`config.mk`:
```
export PLATFORM = sky130hd
export DESIGN_NAME = irq_controller
export DESIGN_NICKNAME = d
export VERILOG_FILES = /design/src/rtl/irq_pkg.sv /design/src/rtl/irq_prio_enc.sv /design/src/rtl/irq_controller.sv
export SDC_FILE = /design/constraint.sdc
export NUM_CORES = 1
export LEC_CHECK = 0
export BUFFER_PORTS_ARGS = -buffer_cell sky130_fd_sc_hd__buf_4
export CAP_MARGIN = 20
export CORE_UTILIZATION = 28
export CTS_BUF_LIST = sky130_fd_sc_hd__clkbuf_2 sky130_fd_sc_hd__clkbuf_4 sky130_fd_sc_hd__clkbuf_8
export DETAILED_ROUTE_END_ITERATION = 7
export PLACE_DENSITY = 0.81
export REMOVE_ABC_BUFFERS = 1
export SYNTH_ARGS = -nofsm -noshare
export SYNTH_HDL_FRONTEND = slang
export SYNTH_SLANG_ARGS = --single-unit
```
`constraint.sdc`:
```
create_clock -name CLOCK_50 -period 2.2 [get_ports CLOCK_50]
set_input_delay 0.55 -clock CLOCK_50 [delete_from_list [all_inputs] [get_ports CLOCK_50]]
set_output_delay 0.55 -clock CLOCK_50 [all_outputs]
set_load 0.05 [all_outputs]
```
`src/rtl/irq_pkg.sv`:
```
// Shared constants and FSM state type for the interrupt controller.
package irq_pkg;

  localparam int NSRC = 4;
  localparam logic [11:0] IRQ_MASK_ADDR = 12'h1F0;
  localparam logic [11:0] IRQ_EOI_ADDR  = 12'h1F8;

  typedef enum logic [1:0] {
    IDLE    = 2'd0,
    REQ     = 2'd1,
    SERVICE = 2'd2
  } irq_state_e;

endpackage

```
`src/rtl/irq_prio_enc.sv`:
```
// Lowest-index-wins priority encoder over the enabled pending sources.
module irq_prio_enc #(
  parameter int NSRC = irq_pkg::NSRC
) (
  input  logic [NSRC-1:0] vector,
  output logic [1:0]      index,
  output logic            valid
);

  // Scan from the top down so the lowest set bit is the last one written.
  always_comb begin
    index = '0;
    valid = 1'b0;
    for (int i = NSRC - 1; i >= 0; i--) begin
      if (vector[i]) begin
        index = 2'(i);
        valid = 1'b1;
      end
    end
  end

endmodule

```
`src/rtl/irq_controller.sv`:
```
// Interrupt controller: edge-captured pending flags, a memory-mapped mask/EOI
// snooped off the data-memory bus, and a single-level request/service FSM.
//
// state   | meaning
// IDLE    | no interrupt in flight; waiting for an enabled pending source
// REQ     | ExtIRQ raised for irq_id; waiting for ExtIAck
// SERVICE | handler running for irq_id; waiting for an EOI write
module irq_controller #(
  parameter int N    = 64,
  parameter int NSRC = irq_pkg::NSRC
) (
  input  logic            CLOCK_50,
  input  logic            reset,
  input  logic [NSRC-1:0] irq_src,
  input  logic [N-1:0]    DM_addr,
  input  logic [N-1:0]    DM_writeData,
  input  logic            DM_writeEnable,
  input  logic            ExtIAck,
  output logic            ExtIRQ,
  output logic [1:0]      irq_id,
  output logic [NSRC-1:0] pending,
  output logic [NSRC-1:0] mask
);

  import irq_pkg::*;

  irq_state_e      state_q, state_d;
  logic [NSRC-1:0] src_q, pending_q, mask_q;
  logic [NSRC-1:0] rise, active, ack_clr;
  logic [1:0]      irq_id_q, enc_index;
  logic            enc_valid, armed_q, ext_irq_q;
  logic            mask_wr, eoi_wr;
  logic            unused_wdata;

  assign unused_wdata = ^DM_writeData[N-1:NSRC];

  assign mask_wr = DM_writeEnable && (DM_addr == N'(IRQ_MASK_ADDR));
  assign eoi_wr  = DM_writeEnable && (DM_addr == N'(IRQ_EOI_ADDR));

  // armed_q stays low for the first cycle after reset so that a line already
  // high at release is taken as the baseline rather than a new edge.
  assign rise   = armed_q ? (irq_src & ~src_q) : '0;
  assign active = pending_q & mask_q;

  irq_prio_enc #(.NSRC(NSRC)) u_prio_enc (
    .vector (active),
    .index  (enc_index),
    .valid  (enc_valid)
  );

  always_comb begin
    state_d = state_q;
    ack_clr = '0;
    case (state_q)
      IDLE: begin
        if (enc_valid) state_d = REQ;
      end
      REQ: begin
        if (ExtIAck) begin
          state_d           = SERVICE;
          ack_clr[irq_id_q] = 1'b1;
        end else if (!mask_q[irq_id_q]) begin
          state_d = IDLE;
        end
      end
      SERVICE: begin
        if (eoi_wr) state_d = IDLE;
      end
      default: state_d = IDLE;
    endcase
  end

  always_ff @(posedge CLOCK_50) begin
    if (reset) begin
      state_q   <= IDLE;
      src_q     <= '0;
      armed_q   <= 1'b0;
      pending_q <= '0;
      mask_q    <= '0;
      irq_id_q  <= '0;
      ext_irq_q <= 1'b0;
    end else begin
      state_q   <= state_d;
      src_q     <= irq_src;
      armed_q   <= 1'b1;
      // A fresh edge outranks the ack clearing the same bit.
      pending_q <= (pending_q & ~ack_clr) | rise;
      if (mask_wr) mask_q <= DM_writeData[NSRC-1:0];
      if (state_q == IDLE && enc_valid) irq_id_q <= enc_index;
      ext_irq_q <= (state_d == REQ);
    end
  end

  assign ExtIRQ  = ext_irq_q;
  assign irq_id  = irq_id_q;
  assign pending = pending_q;
  assign mask    = mask_q;

endmodule

```
# == After elaboration in Yosys (flattened, before gate mapping) ==
# Index checks and enable logic that the tools add are counted.
# op_classes
n_reduce_logical,5
n_lt_le_gt_ge,2
eq_ne,5
n_mux,21
bitwise_logic,6
# ops
op,count
$eq A64 B9 Y1 const B,2
$mux W2,8
$and A4 B4 Y4,3
$mux W4,3
$not A4 Y4,2
$mux W1,7
$pmux W2 S3,1
$eq A2 B1 Y1 const B,2
$logic_and A1 B1 Y1,4
$or A4 B4 Y4,1
$lt A2 B3 Y1 const B,1
$bmux W1 S2,1
$demux W1 S2,1
$eq A2 B2 Y1 const B,1
$ge A2 B1 Y1 const B,1
$logic_not A2 Y1,1
# totals
out_inout_bits,11
inputBits,136
ff_bits,18
elab_cells,46

# == Longest topological paths before layout ==
# Gate-level depths: netlist (run 1).
# depth
depth_word,9
ltp_mapped,6
mapped_depth_nobuf,5

# == Cells and area by module ==
# From an unflattened synthesis (run 1), not the netlist that was laid out.
# unflattened
cells_unflattened,101
hier_area_um2,910.9
# modules_own_cells
module,seq_area_each_um2,n_inst,area_per_inst_um2,cells_each
irq_controller,360.3,1,875.8,94
irq_prio_enc,0.0,1,35.0,7

# == Worst setup path before layout (run 1) ==
# OpenSTA, ideal clock, no wires.
# synth_timing
path_type,input to register
start,in DM_addr[34]
end,"reg mask_q[0], in the netlist mask[0]"
arrival_time_ns,1.627
required_ns,2.128
setup_time_ns,0.072
stages,6
path_slack_ns,0.501
n_path_buf,1
cell_sequence,nor4_2 nand4_1 nor4_2 and2b_1 buf_6 mux2i_1
# synth_between
elab_chain_cells,2
# synth_rtl
item,line,text
start: declaration,irq_controller.sv:15,"input logic [N-1:0] DM_addr,"
$eq A64 B9 Y1,irq_controller.sv:37,assign mask_wr = DM_writeEnable && (DM_addr == N'(IRQ_MASK_ADDR));
$logic_and A1 B1 Y1,irq_controller.sv:37,
end signal: assignment,irq_controller.sv:88,if (mask_wr) mask_q <= DM_writeData[NSRC-1:0];
end: declaration,irq_controller.sv:28,"logic [NSRC-1:0] src_q, pending_q, mask_q;"
# No other way between the ends.
# A chain may end at the register's enable or synchronous reset.

# == Worst setup path after layout (run 1) ==
# layout_timing
start,in DM_addr[2]
end,"reg mask_q[0], in the netlist mask[0]"
# Same word-level chain as after synthesis.

==> impl_metrics.py, run 1 <==
metrics = {
    "route": {
        "route.detailed.drc": 0,
        "firstDrtPassIters": 4,
        "dr.first_iter.drc_count": 57,
        "vias_per_cell": 4.852,
        "wirelength_mm": 2.670,
        "routedWlPerCell_microns": 11.61,
        "final_antenna_net_count": 0,
        "vias": 1116,
    },
    "die": {
        "start_util": 0.2942,
        "rows": 20,
        "die-area_sq_um": 3411,
        "fp.dieW_microns": 58.41,
        "core_sq_um": 3028,
        "num_io_pins": 147,
        "die_y_microns": 58.41,
    },
    "logic_synthesis": {
        "synth_compound_gate_area_share": 0.1180,
        "syn_avg_cell_area_sq_um": 8.999,
        "muxShareOfSynthArea": 0.07022,
        "synth-simple-area-share": 0.3736,
        "ys_types": 29,
        "yosysWarningCount": 0,
        "synth_fa_ha_area_frac": 0,
        "ys_seq_area_frac": 0.4045,
        "synth_top_family_by_area": "simple AND/OR/NAND/NOR gates",
        "synth_area_sq_um": 890.9,
        "ys_ff_latch": 18,
        "synth_xor_xnor_area_share": 0,
        "syn_inst": 99,
    },
    "timing": {
        "max_slew_margin": 0.8072,
        "rsz0062_at_grt": "no",
        "tightest_slew_ns": 0.2853,
        "finalWorstSetupSlack_ns": 0.4781,
        "period_minus_slack_ns": 1.722,
        "min_period_over_period": 0.7827,
        "tns_ns": 0,
        "slew_violations": 0,
        "setup_viol": 0,
        "skew_ns": 0.005494,
        "hold_viol": 0,
        "max_freq_mhz": 580.8,
    },
    "clocking": {
        "clk_latency_ns": 0.29,
        "hold_buffers": 0,
        "cts_buffers": 3,
        "cts_tree": "done",
        "cts_setup_buffers": 0,
        "root_buffer": "clkbuf_4",
        "numClockSinks": 18,
        "clock_path_buffers": 2,
        "post_cts_resized": 0,
        "h-tree-depth": 1,
        "clkSlewWorstSetupHoldPaths_ns": 0.10,
    },
    "global_routing": {
        "track_usage": 0.1631,
        "grt-ovfl-total": 0,
        "grt_max_degree": 15,
        "grt_pass1_wl_mm": 4.367,
        "antenna_found_initial": 0,
        "grt_pass1_vias": 1073,
    },
    "final_layout": {
        "diodes": 0,
        "drive_gt1_frac": 0.5161,
        "fillerInstances": 275,
        "post-route-util": 0.5314,
        "ff_latch_area_sq_um": 360.3,
        "area_growth_pct": 80.62,
        "fin_area_sq_um": 1609,
        "layout_common_cells": "buf_4 (86), dfxtp_1 (18), nand2_1 (15)",
        "fin_nets": 323,
        "multi_input_area_sq_um": 500.5,
        "final_common_cell": "buf_4",
    },
    "critical_path": {
        "critPathMaxFanout": 4,
        "crit_path_end_kind": "flop",
        "arrival_ns": 1.94,
        "start_kind": "input port",
        "required_ns": 2.42,
        "crit_type": "input port to flop",
    },
    "power_and_ir_drop": {
        "ir_drop_mv": 0.1633,
        "pwr-share-comb": 0.223,
        "power.density_nw_per_um2": 430.5,
        "p_leak_nw": 0.6946,
        "p_clk_frac": 0.282,
        "power.internal_w": 0.0005380,
        "power_w": 0.0006927,
        "switchingPower_w": 0.0001547,
        "p_sw_frac": 0.2233,
        "power_frac_seq": 0.494,
    },
    "place": {
        "gp_congestion": 0.7349,
        "dp_hpwl_mm": 2.290,
        "placed_cell_area_sq_um": 1573,
        "dp_slack_ns": 0.1336,
        "port_buffers": 86,
    },
    "run_status": {
        "status": "finished clean",
    },
    "worst_hold_path": {
        "worstHoldPathType": "input port to flop",
    },
    "flow_run": {
        "drv_cap": 0,
    },
}
## layer usage
layer / up-vias / global-route usage / share of wire
li1: 552 / - / -
met2: 53 / 0.3038 / 0.51
met5: - / 0 / 0
met3: 2 / 0.04176 / 0.087
met1: 509 / 0.1845 / 0.40
met4: 0 / 0.04082 / 0.0015
## metrics by stage
step | std cells | hold slack, ns
after floorplan | 96 | 0.4649
after global placement | 226 | 0.4849
after detailed placement | 226 | 0.4867
after CTS | 230 | 0.4428
after global routing | 230 | 0.4503
final | 230 | 0.4495
## worst max-delay path, stage by stage
cell and delay (ns):
buf_4 0.11, nor4bb_1 0.31, nand4_1 0.15, nor4_2 0.33, and2b_1 0.29, mux2i_1 0.21
## kinds of logic after synthesis
family / count (synthesis)
AND/OR/NAND/NOR: 55
flip-flops: 18
AO/OA/AOI/OAI: 15
buffers and inverters: 6
multiplexers: 5
## power groups by stage
| stage | combinational (W) | sequential, W | clock [W] |
|---|---|---|---|
| global placement | 0.000154 | 0.000350 | 0 |
| global route | 0.000166 | 0.000344 | 0.000219 |
| floorplan | 0.0000209 | 0.000365 | 0 |
| CTS | 0.000156 | 0.000342 | 0.000202 |
| finish | 0.000155 | 0.000342 | 0.000196 |
| detailed placement | 0.000156 | 0.000350 | 0 |
## synthesized netlist by cell type (all sizes together)
cell type / count / area (sq um)
buf: 1 / 11.26
nor2b: 4 / 25.02
nand4: 4 / 25.02
o31ai: 1 / 7.510
clkinv: 1 / 3.750
nand3b: 4 / 30.03
o21ai: 1 / 5.000
nor2: 7 / 26.28
a311oi: 1 / 8.760
clkbuf: 2 / 7.510
a211o: 1 / 8.760
nand2: 15 / 56.30
a211oi: 1 / 7.510
inv: 2 / 7.510
and4b: 1 / 10.01
and2b: 1 / 7.510
nor4bb: 1 / 10.01
nor4b: 1 / 8.760
a32oi: 2 / 17.52
dfxtp: 18 / 360.4
nor4: 14 / 118.9
a221oi: 2 / 17.52
mux4: 1 / 22.52
mux2i: 4 / 40.04
nor3: 2 / 10.01
nand3: 1 / 5.000
a21oi: 5 / 25.02
a22oi: 1 / 7.510
## cell type report
| type | instances | area share |
|---|---|---|
| flip-flops and latches | 18 | 0.2240 |
| repair buffers | 86 | 0.4012 |
| clock buffers | 4 | 0.02255 |
| multi-input cells | 75 | 0.3110 |
| inverters | 3 | 0.006998 |
| well taps | 44 | 0.03421 |
## sequential cells by signal, indices dropped and copies added, names as in the netlist
register,count
src_q,4
state_q,2
ExtIRQ,1
mask,4
pending,4
irq_id,2
armed_q,1
## worst paths after layout
check | start | end | slack [ns] | depth (start not counted)
max | DM_addr[2] | mask[0]$_SDFFE_PP0P_ | 0.48 | 6
min | DM_addr[3] | state_q[1]$_SDFF_PP0_ | 0.45 | 2
max reg2reg | mask[2]$_SDFFE_PP0P_ | irq_id[0]$_SDFFE_PP0P_ | 0.81 | 5
min reg2reg | src_q[0]$_SDFF_PP0_ | pending[0]$_SDFF_PP0_ | 0.51 | 2
(Power assumes the default switching activity.)
==> inputs of run 2 (changes only) <==
- clock period: 2.2 -> 1.6 ns (I/O delays scaled with it)
==> impl_metrics.py, run 2 (synthesized netlist as in run 1, its figures left out) <==
metrics = {
    "global_routing": {
        "grt-ovfl-total": 0,
        "grt_pass1_vias": 1053,
        "grt_pass1_wl_mm": 4.409,
        "antenna_found_initial": 0,
        "grt_max_degree": 15,
        "track_usage": 0.1686,
    },
    "place": {
        "port_buffers": 86,
        "gp_congestion": 0.7603,
        "dp_slack_ns": -0.4104,
        "placed_cell_area_sq_um": 1580,
        "dp_hpwl_mm": 2.379,
    },
    "die": {
        "rows": 20,
        "num_io_pins": 147,
        "die_y_microns": 58.41,
        "fp.dieW_microns": 58.41,
        "core_sq_um": 3028,
        "die-area_sq_um": 3411,
        "start_util": 0.2942,
    },
    "clocking": {
        "root_buffer": "clkbuf_4",
        "cts_tree": "done",
        "numClockSinks": 18,
        "h-tree-depth": 1,
        "clkSlewWorstSetupHoldPaths_ns": 0.10,
        "clock_path_buffers": 2,
        "cts_buffers": 3,
        "clk_latency_ns": 0.29,
    },
    "final_layout": {
        "multi_input_area_sq_um": 613.1,
        "layout_common_cells": "buf_4 (81), dfxtp_1 (18), nand2_1 (15)",
        "final_common_cell": "buf_4",
        "ff_latch_area_sq_um": 360.3,
        "fin_nets": 325,
        "diodes": 0,
        "drive_gt1_frac": 0.5691,
        "fillerInstances": 259,
        "fin_area_sq_um": 1763,
        "post-route-util": 0.5822,
        "area_growth_pct": 97.89,
    },
    "timing": {
        "slew_violations": 0,
        "setup_viol": 0,
        "min_period_over_period": 0.9469,
        "period_minus_slack_ns": 1.515,
        "finalWorstSetupSlack_ns": 0.08503,
        "tightest_slew_ns": 0.2763,
        "max_freq_mhz": 660.1,
        "hold_viol": 0,
        "max_slew_margin": 0.8141,
        "skew_ns": 0.0007702,
        "tns_ns": 0,
    },
    "route": {
        "firstDrtPassIters": 4,
        "final_antenna_net_count": 0,
        "routedWlPerCell_microns": 13.05,
        "wirelength_mm": 3.027,
        "route.detailed.drc": 0,
        "dr.first_iter.drc_count": 38,
        "vias_per_cell": 4.914,
        "vias": 1140,
    },
    "critical_path": {
        "crit_type": "input port to flop",
        "arrival_ns": 1.74,
        "crit_path_end_kind": "flop",
        "critPathMaxFanout": 4,
        "start_kind": "input port",
        "required_ns": 1.82,
    },
    "power_and_ir_drop": {
        "p_leak_nw": 0.7516,
        "power.density_nw_per_um2": 563.3,
        "ir_drop_mv": 0.2576,
        "power_w": 0.0009930,
    },
    "worst_hold_path": {
        "worstHoldPathType": "input port to flop",
    },
    "run_status": {
        "status": "finished clean",
    },
    "flow_run": {
        "drv_cap": 0,
    },
}
==> run 2: cell types whose count changed in the layout (fill, tap and decap cells not counted), sizes merged <==
| cell | delta |
|---|---|
| buf | +2 |
==> run 2: metrics by stage <==
step	hold slack, ns	instances
2_1_floorplan	0.4649	96
3_3_place_gp	0.4806	227
3_5_place_dp	0.4868	227
4_1_cts	0.2934	232
5_1_grt	0.2833	232
6_report	0.3032	232
==> run 2: what timing repair did <==
item / CTS / global route
pin swaps: 3 / 11
setup buffers: 1 / 0
gates resized for setup: 3 / 20
hold buffers: 0 / 0
endpoints found under the setup margin: 4 / 4
==> run 2: final cells by class <==
cell class,instances,share of cell area
clock buffers,4,0.02058
well taps,44,0.03123
inverters,3,0.006388
flip-flops and latches,18,0.2044
repair buffers,88,0.3896
multi-input cells,75,0.3478
==> run 2: final timing paths <==
check	cells after the start	slack [ns]	from	end
worst max register to register	5	0.21	mask[3]$_SDFFE_PP0P_	irq_id[0]$_SDFFE_PP0P_
worst max-delay path	6	0.09	DM_addr[32]	mask[0]$_SDFFE_PP0P_
worst min-delay path	2	0.30	DM_addr[3]	state_q[1]$_SDFF_PP0_
worst min register to register	2	0.50	src_q[1]$_SDFF_PP0_	pending[1]$_SDFF_PP0_
==> run 2: worst max-delay path: stages <==
cell     delay, ns
buf_4         0.11
nor4_2        0.24
nand4_1       0.18
nor4_4        0.33
and2b_2       0.26
mux2i_1       0.22
==> run 2: power breakdown <==
group	switching, W	leakage (nW)	total, W	internal [W]
Sequential	0.0000100	0.147	0.000471	0.000461
Combinational	0.0000932	0.583	0.000248	0.000155
Clock	0.000135	0.0210	0.000274	0.000139
Total	0.000238	0.752	0.000993	0.000755
==> run 2: layer usage <==
layer,vias to the layer above,track usage,wire length (microns)
met3,2,0.05055,248
met5,-,0,0
met2,63,0.3186,1573
li1,558,-,-
met4,0,0.02041,4
met1,517,0.1911,1200
==> inputs of run 3 (changes only) <==
- RECOVER_POWER: not set -> 50
==> impl_metrics.py, run 3 (synthesized netlist as in run 1, its figures left out) <==
metrics = {
    "run_status": {
        "status": "finished clean",
    },
    "final_layout": {
        "fillerInstances": 263,
        "area_growth_pct": 96.35,
        "drive_gt1_frac": 0.5638,
        "final_common_cell": "buf_4",
        "multi_input_area_sq_um": 613.1,
        "ff_latch_area_sq_um": 360.3,
        "fin_nets": 325,
        "layout_common_cells": "buf_4 (76), dfxtp_1 (18), nand2_1 (15)",
        "diodes": 0,
    },
    "route": {
        "final_antenna_net_count": 0,
        "firstDrtPassIters": 4,
        "route.detailed.drc": 0,
        "wirelength_mm": 3.023,
        "dr.first_iter.drc_count": 39,
        "vias_per_cell": 4.914,
        "routedWlPerCell_microns": 13.03,
        "vias": 1140,
    },
    "die": {
        "start_util": 0.2942,
        "fp.dieW_microns": 58.41,
        "die_y_microns": 58.41,
        "num_io_pins": 147,
        "rows": 20,
        "die-area_sq_um": 3411,
        "core_sq_um": 3028,
    },
    "worst_hold_path": {
        "worstHoldPathType": "input port to flop",
        "hp-start": "DM_addr[3]",
    },
    "clocking": {
        "clock_path_buffers": 2,
        "cts_tree": "done",
        "clk_latency_ns": 0.29,
        "root_buffer": "clkbuf_4",
        "h-tree-depth": 1,
        "hold_buffers": 0,
        "cts_buffers": 3,
        "clkSlewWorstSetupHoldPaths_ns": 0.10,
        "numClockSinks": 18,
    },
    "critical_path": {
        "cp_slowest_stage_delay_ns": 0.33,
        "critPathMaxFanout": 4,
        "arrival_ns": 1.74,
        "setup.worst_path.start": "DM_addr[32]",
        "start_kind": "input port",
        "crit_family": "simple AND/OR/NAND/NOR gates",
        "crit_type": "input port to flop",
        "crit_path_end_kind": "flop",
        "r2r-start": "mask[3]$_SDFFE_PP0P_",
        "crit_slowest_cell": "nor4_4",
        "required_ns": 1.82,
        "crit_buf_inv": 1,
        "crit_path_cell_trace": "buf_4, nor4_2, nand4_1, nor4_4, and2b_2, mux2i_1",
    },
    "timing": {
        "min_period_over_period": 0.9468,
        "period_minus_slack_ns": 1.515,
        "whs_ns": 0.3031,
        "finalWorstSetupSlack_ns": 0.08506,
        "setup_viol": 0,
        "slew_violations": 0,
        "tightest_slew_ns": 0.5975,
        "max_freq_mhz": 660.1,
        "hold_viol": 0,
        "max_slew_margin": 0.6017,
        "skew_ns": 0.0007685,
    },
    "power_and_ir_drop": {
        "p_leak_nw": 0.7449,
        "power.density_nw_per_um2": 565.9,
        "ir_drop_mv": 0.2576,
    },
    "global_routing": {
        "track_usage": 0.1686,
        "grt_pass1_wl_mm": 4.409,
        "antenna_found_initial": 0,
        "grt_pass1_vias": 1053,
        "grt_max_degree": 15,
        "grt-ovfl-total": 0,
    },
    "place": {
        "port_buffers": 86,
        "dp_slack_ns": -0.4104,
        "dp_hpwl_mm": 2.379,
        "gp_congestion": 0.7603,
    },
    "flow_run": {
        "drv_cap": 0,
    },
}
## run 3: changes by cell type in the layout (fill, tap and decap cells not counted), sizes merged
cell    change
clkbuf      +5
buf         -5
## run 3: layer usage
| layer | global-route usage | part of all wire |
|---|---|---|
| met1 | 0.1911 | 0.40 |
| met5 | 0 | 0 |
| met2 | 0.3186 | 0.52 |
| met3 | 0.05055 | 0.082 |
| met4 | 0.02041 | 0.0013 |
## run 3: what timing repair did
item / 4_1_cts / 5_1_grt
pin swaps: 3 / 11
endpoints found under the setup margin: 4 / 4
setup buffers: 1 / 0
gates resized for setup: 3 / 20
## run 3: worst paths after layout
check / endpoint / slack, ns / depth (start not counted)
max: mask[0]$_SDFFE_PP0P_ / 0.09 / 6
min: state_q[1]$_SDFF_PP0_ / 0.30 / 2
max reg2reg: irq_id[0]$_SDFFE_PP0P_ / 0.21 / 5
min reg2reg: pending[1]$_SDFF_PP0_ / 0.50 / 2
## run 3: area by class of cell
type	count	share of cell area
Clock buffer	4	0.02074
Sequential cell	18	0.2060
Tap cell	44	0.03147
Timing Repair Buffer	88	0.3848
Multi-Input combinational cell	75	0.3505
Inverter	3	0.006438
## run 3: through the flow
stage | setup TNS (ns) | cells | utilization | total power [W] | instance area [sq um]
after floorplan | -0.01708 | 96 | - | 0.0005299 | 872.1
after global routing | -0.005375 | 232 | 0.5777 | 0.001038 | 1749
after detailed placement | -1.740 | 227 | 0.5219 | 0.0006966 | 1580
after global placement | -1.263 | 227 | 0.5219 | 0.0006927 | 1580
after CTS | 0 | 232 | 0.5417 | 0.0009689 | 1640
final | 0 | 232 | 0.5777 | 0.0009899 | 1749
## run 3: power by group
| part | leakage, nW | total (W) | switching [W] | internal (W) |
|---|---|---|---|---|
| registers | 0.147 | 0.000471 | 0.00000997 | 0.000461 |
| logic | 0.577 | 0.000245 | 0.0000932 | 0.000152 |
| clock network | 0.0210 | 0.000274 | 0.000135 | 0.000139 |
